`src/rtl/fp_memory_examiner.sv`:
```
// rtl/fp_memory_examiner.sv - front panel read-back sequencer: load PC once, examine each word, stream addr/data
module fp_memory_examiner #(
  parameter int SETUP_CYCLES  = 10,
  parameter int HOLD_CYCLES   = 10,
  parameter int SETTLE_CYCLES = 30
) (
  input  logic        clk,
  input  logic        rst,
  input  logic        start,
  input  logic [11:0] start_addr,
  input  logic [11:0] end_addr,
  output logic        busy,
  output logic        done,
  output logic [11:0] sw,
  output logic        load_pc_btn,
  output logic        examine_btn,
  input  logic [11:0] fp_data,
  output logic        word_valid,
  input  logic        word_ready,
  output logic [11:0] word_addr,
  output logic [11:0] word_data
);

  typedef enum logic [2:0] {
    IDLE, LPC_SETUP, LPC_PRESS, LPC_GAP, EX_PRESS, EX_SETTLE, OUT, DONE
  } state_t;

  localparam logic [15:0] SETUP_LAST  = 16'(SETUP_CYCLES - 1);
  localparam logic [15:0] HOLD_LAST   = 16'(HOLD_CYCLES - 1);
  localparam logic [15:0] SETTLE_LAST = 16'(SETTLE_CYCLES - 1);

  state_t      state, next_state;
  logic [15:0] cnt;
  logic [15:0] timer_last;
  logic        timed;
  logic        tick_done;
  logic [11:0] addr;
  logic [11:0] last;
  logic        handshake;

  always_comb begin
    timer_last = 16'd0;
    timed      = 1'b1;
    case (state)
      LPC_SETUP, LPC_GAP: timer_last = SETUP_LAST;
      LPC_PRESS, EX_PRESS: timer_last = HOLD_LAST;
      EX_SETTLE:           timer_last = SETTLE_LAST;
      default:             timed      = 1'b0;
    endcase
  end

  assign tick_done = timed && (cnt == timer_last);
  assign handshake = word_valid && word_ready;

  always_ff @(posedge clk or posedge rst) begin
    if (rst) state <= IDLE;
    else     state <= next_state;
  end

  always_comb begin
    next_state = state;
    case (state)
      IDLE:      if (start) next_state = LPC_SETUP;
      LPC_SETUP: if (tick_done) next_state = LPC_PRESS;
      LPC_PRESS: if (tick_done) next_state = LPC_GAP;
      LPC_GAP:   if (tick_done) next_state = EX_PRESS;
      EX_PRESS:  if (tick_done) next_state = EX_SETTLE;
      EX_SETTLE: if (tick_done) next_state = OUT;
      // The panel auto-increments PC on examine, so later words skip load-PC.
      OUT:       if (handshake) next_state = (addr == last) ? DONE : EX_PRESS;
      DONE:      next_state = IDLE;
      default:   next_state = IDLE;
    endcase
  end

  // Decoded straight from state so an asynchronous reset drops the buttons at once.
  always_comb begin
    busy        = 1'b0;
    done        = 1'b0;
    load_pc_btn = 1'b0;
    examine_btn = 1'b0;
    word_valid  = 1'b0;
    case (state)
      IDLE:      ;
      DONE:      done = 1'b1;
      LPC_PRESS: begin busy = 1'b1; load_pc_btn = 1'b1; end
      EX_PRESS:  begin busy = 1'b1; examine_btn = 1'b1; end
      OUT:       begin busy = 1'b1; word_valid  = 1'b1; end
      default:   busy = 1'b1;
    endcase
  end

  always_ff @(posedge clk or posedge rst) begin
    if (rst) begin
      cnt       <= 16'd0;
      sw        <= 12'd0;
      addr      <= 12'd0;
      last      <= 12'd0;
      word_addr <= 12'd0;
      word_data <= 12'd0;
    end else begin
      cnt <= (state != next_state || !timed) ? 16'd0 : cnt + 16'd1;
      if (state == IDLE && start) begin
        sw   <= start_addr;
        addr <= start_addr;
        last <= end_addr;
      end
      if (state == EX_SETTLE && tick_done) begin
        word_addr <= addr;
        word_data <= fp_data;
      end
      if (state == OUT && handshake && addr != last)
        addr <= addr + 12'd1;
    end
  end

endmodule

```
`config.mk`:
```
export PLATFORM = sky130hd
export DESIGN_NAME = fp_memory_examiner
export DESIGN_NICKNAME = d
export VERILOG_FILES = /design/src/rtl/fp_memory_examiner.sv
export SDC_FILE = /design/constraint.sdc
export NUM_CORES = 1
export LEC_CHECK = 0
export CORE_UTILIZATION = 51
export DETAILED_ROUTE_END_ITERATION = 8
export GPL_ROUTABILITY_DRIVEN = 0
export PLACE_DENSITY = 0.79
export SYNTH_ARGS = -nofsm -noshare
export SYNTH_HDL_FRONTEND = slang
export SYNTH_SLANG_ARGS = --single-unit
```
`constraint.sdc`:
```
create_clock -name clk -period 2.95 [get_ports clk]
set_input_delay 0.4425 -clock clk [delete_from_list [all_inputs] [get_ports clk]]
set_output_delay 0.4425 -clock clk [all_outputs]
set_load 0.05 [all_outputs]
```
### Word level (Yosys, flattened, before mapping)

Index checks and enable logic that the tools add are counted.

| word-level totals | value |
|---|---|
| word-level logic and storage cells | 52 |
| bits in registers | 79 |
| memories | 0 |
| bits in latches | 0 |
| bits of input ports | 40 |
| bits in writable memories | 0 |
| memory bits (read-only) | 0 |
| output and inout port bits | 41 |

| cells by class | value |
|---|---|
| reductions and logical operators | 13 |
| bitwise operators | 0 |
| shift operators | 0 |
| $lt $le $gt $ge | 0 |
| divide/modulo/power cells | 0 |
| add/subtract/negate cells | 2 |
| $mul | 0 |
| equal/unequal tests | 11 |
| muxes and demuxes | 19 |

Operator list:

| cell | number |
|---|---|
| two-way mux 12 bit | 2 |
| one-hot mux 3 bit (8 select lines) | 1 |
| two-way mux 3 bit | 7 |
| adder 16 x 1 -> 16 bit (second input constant) | 1 |
| == test 16 bit | 1 |
| two-way mux 16 bit | 1 |
| adder 12 x 1 -> 12 bit (second input constant) | 1 |
| == test 12 bit | 1 |
| == test 3 bit (second input constant) | 4 |
| inequality test 12 bit | 1 |
| one-hot mux 5 bit (2 select lines) | 1 |
| == test 3 x 2 -> 1 bit (second input constant) | 2 |
| logical AND 1 bit | 6 |
| two-way mux 1 bit | 6 |
| OR reduction 5 bit | 1 |
| OR reduction 4 bit | 1 |
| == test 3 x 1 -> 1 bit (second input constant) | 1 |
| logical NOT 3 bit | 1 |
| inequality test 3 bit | 1 |
| two-way mux 2 bit | 1 |
| nonzero test 2 bit | 1 |
| OR reduction 2 bit | 1 |
| logical NOT 1 bit | 1 |
| logical OR 1 bit | 1 |

### Longest topological paths before layout

| depth | value |
|---|---|
| depth in word-level cells | 10 |
| gate-level depth with buffers | 7 |
| mapped depth without buffers | 6 |

### Worst setup path before layout

No wires, ideal clock.

| timing | value |
|---|---|
| kind | register to output |
| from | reg state[0] |
| to | out word_valid |
| path buffers | 2 |
| setup slack | 0.629 ns |
| data arrival time | 1.879 ns |
| data required time | 2.508 ns |
| stages on the path, launching flop included | 4 |
| cells stage by stage | dfrtp_1 buf_2 clkbuf_1 nor3b_1 |

| between the ends | value |
|---|---|
| cells in the longest elaborated chain, start to end | 2 |

Ends and longest elaborated chain:

| element | line | source |
|---|---|---|
| start: declaration | 32 | `state_t state, next_state;` |
| start signal: assignment | 57 | `else state <= next_state;` |
| == test 3 bit | 83 | `case (state)` |
| two-way mux 1 bit | 83 |  |
| end: declaration | 18 | `output logic word_valid,` |

Every way passes these cells.

### Final worst setup path

| timing | value |
|---|---|
| from | reg state[2] |
| to | out busy |

| between the ends | value |
|---|---|
| cells in the longest elaborated chain, start to end | 3 |
| elaborated cells on any way between the ends | 4 |
| those cells by class | eq/ne: 1; mux: 1; reduce/logical: 2 |

Ends and longest elaborated chain:

| element | line | source |
|---|---|---|
| == test 3 bit / logical NOT 3 bit (equally long branches) | 83 |  |
| OR reduction 2 bit (no line) * | -- |  |
| two-way mux 1 bit * | 83 |  |
| end: declaration | 12 | `output logic busy,` |

Every way passes the cells marked *; elsewhere a longest branch is shown, timed or not.

==> results.cfg <==
[outcome]
run_status = finished, final reports clean

[die]
core_footprint_mm2 = 0.00737
placementRows = 31
die_x_um = 90.2
fp.dieH_um = 90.2
fp.dieArea_mm2 = 0.00813
start_util_pct = 53.8
io_pins = 81

[final_layout]
nFillCells = 599
syn_to_final_growth_pct = 27.5
nNetsFinal = 506
layout-drive-gt1-share_pct = 11.7
n_antenna_cell = 0
layout.core_utilization_pct = 68.6

[timing]
hold_viol_final = 0
max_freq_ghz = 0.380
grt_setup_unrepaired = no
finalMaxSlewViolations = 0
post-route-min-period_ps = 2630
final_setup_violations = 0
tightest_slew_ps = 792
totalNegativeSetupSlack_ps = 0
slew_headroom_pct = 47.2
final_min_period_over_clock_period_pct = 89.1
finClkSkew_ps = 10.9

[worst_hold_path]
hold_class = reg -> reg
timing.hold.worst_endpoint = sw[4]
hold_start = sw[4]
min_path_cells = 2

[logic_synthesis]
number_of_synthesized_flops_with_an_enable_pin = 0
post_synth_main_area_contributors = dfrtp_1 50%, nand2_1 8.0%, mux2_4 7.6%
netlist.top_cell.by_area = dfrtp_1
syn_area_per_cell_um2 = 10.1
synth.top_cell.area_share_pct = 49.9
postSynthNetCount = 433
syn_area_mm2 = 0.00396
ys_ff_latch = 79
portion_of_the_post_synthesis_area_used_by_sequential_elements_pct = 49.9
synth_cells = 391
postSynth.asyncResetShare_pct = 100
ys_dominant_reg_cell = dfrtp_1
yosys_warns = 0
synth_most_common_cell = nand2_1
yosys.cell_types.count = 57
netlist_top_cells_count = 85 x nand2_1, 79 x dfrtp_1, 32 x nor2_1, 20 x mux2_4, 17 x xor2_1

[clock_tree]
clkSinkCount = 79
number_of_hold_repair_buffers_added_at_the_cts_stage = 0
clock_latency_ps = 350
clock_pin_slew_worst_setup_and_hold_paths_ps = 80
cts_inserted_buffers = 9
cts_tree = built
cts-root-buf = clkbuf_8
ctsLongestPathBuffers = 2
cts_setup_buffers = 0
postCtsResizedCells = 0
cts.htree.levels = 3

[detailed_routing]
vias = 3093
detail_route.first_pass.iterations = 4
route.met2.wl_mm = 4.46
detail_route.drc_violations = 0
wl_met3_um = 456
detailedRoute.firstIterationViolations = 200
postRouteWirelength_mm = 8.74
top_layer_used = met4
antenna_violating_nets_remaining = 0
met1_length_mm = 3.74
avgViaCountPerCell = 5.45
drt-wirelength-per-cell_um = 15.4

[worst_setup_path]
end_kind = primary output
worstPathRequired_ps = 2510
r2r_setup_slack_ps = 650
worstReg2RegEnd = addr[8]
reg2reg_depth = 5
cp-start-kind = register
r2r-start = state[0]
critPathKind = reg -> out
critical_path_arrival_ps = 2190
critical_path_peak_fanout = 14

[grt]
antenna_found_initial = 0
first_global_vias = 3065
grt_usage_pct = 23.3
grt_max_degree = 36
grt_first_pass_wirelength_mm = 14.9
global_route.overflow_total = 0

[placement]
io_buffer_count = 80
post-dp-hpwl_mm = 6.29

[job]
maximum_capacitance_violations = 0

[power_and_ir_drop]
largest_vdd_supply_drop_mv = 0.325
power_density_mw_per_mm2 = 881
p_leak_nw = 2.32
-- flip-flops by register name (all words and copies together) (netlist names) --
signal / count
addr: 12
word_data: 12
sw: 12
cnt: 16
last: 12
state: 3
word_addr: 12
-- stage by stage --
stage | total power, mW | std cells | setup WS [ps] | hold WS [ps] | instance area (µm²)
5_1_grt | 4.72 | 568 | 180 | 505 | 5050
6_report | 4.46 | 568 | 321 | 480 | 5050
2_1_floorplan | 3.01 | 391 | 484 | 459 | 3960
3_5_place_dp | 3.52 | 552 | 455 | 461 | 4820
3_3_place_gp | 3.47 | 552 | 523 | 467 | 4820
4_1_cts | 4.48 | 568 | 322 | 482 | 5050
-- per-layer routing --
metal / up-vias / global-route usage [%]
met5: - / 0
met4: 0 / 5.91
met3: 7 / 6.60
met2: 95 / 38.5
met1: 1502 / 30.2
li1: 1489 / -
-- area by class of cell --
class | count | area [µm²] | area share [%]
clock inverters | 5 | 104 | 2.05
multi-input cells | 280 | 1820 | 36.1
inverters | 6 | 22.5 | 0.446
well taps | 99 | 124 | 2.45
clock buffers | 11 | 131 | 2.60
repair buffers | 88 | 873 | 17.3
flip-flops and latches | 79 | 1980 | 39.1
-- worst max path at each step --
stage              from      end  slack, ps  depth (start not counted)
2_1_floorplan       rst  addr[0]        480                          1
3_3_place_gp      start  addr[8]        520                          6
3_5_place_dp      start  addr[0]        450                          5
4_1_cts        state[2]     busy        320                          4
5_1_grt        state[2]     busy        180                          4
6_report       state[2]     busy        320                          4
-- worst max-delay path, cell delays in order, from the launching register on --
cell	delay, ps
dfrtp_1	570
or2_1	280
nor2_1	70
nor2_1	110
clkdlybuf4s50_1	810
-- cells by family (layout without fill, tap and decap cells) --
family                   after synthesis  after routing  share of synthesized area (%)
AND/OR/NAND/NOR                      181            181                           21.9
flip-flops                            79             79                           49.9
AO/OA/AOI/OAI                         44             44                           8.33
buffers and inverters                 32            110                           4.13
XOR/XNOR                              29             29                           6.41
multiplexers                          24             24                           8.71
adder cells (fa/ha/maj)                2              2                          0.631
-- layout by cell type (no fill, tap or decap), types with 2 or more instances in the layout --
cell and n:
a211o_1 2, a211oi_1 8, a21oi_1 3, a31o_2 2
and3_1 10, and4_1 2, buf_4 7, bufinv_16 3
clkbuf_1 2, clkbuf_8 9, clkdlybuf4s50_1 80, dfrtp_1 79
ha_1 2, inv_1 5, mux2_2 4, mux2_4 20
nand2_1 85, nand2b_1 2, nand3_1 12, nand4_1 9
nor2_1 32, nor3_1 8, nor3b_1 4, nor4_1 3
nor4b_1 2, o211a_1 2, o21ai_0 9, o22ai_1 2
o2bb2ai_1 2, xnor2_1 12, xor2_1 17
-- where the power goes --
part | switching [mW] | internal (mW) | total [mW]
registers | 0.423 | 1.40 | 1.82
logic | 0.994 | 0.690 | 1.68
clock network | 0.383 | 0.564 | 0.948
total | 1.80 | 2.65 | 4.46
(Power assumes the default switching activity.)
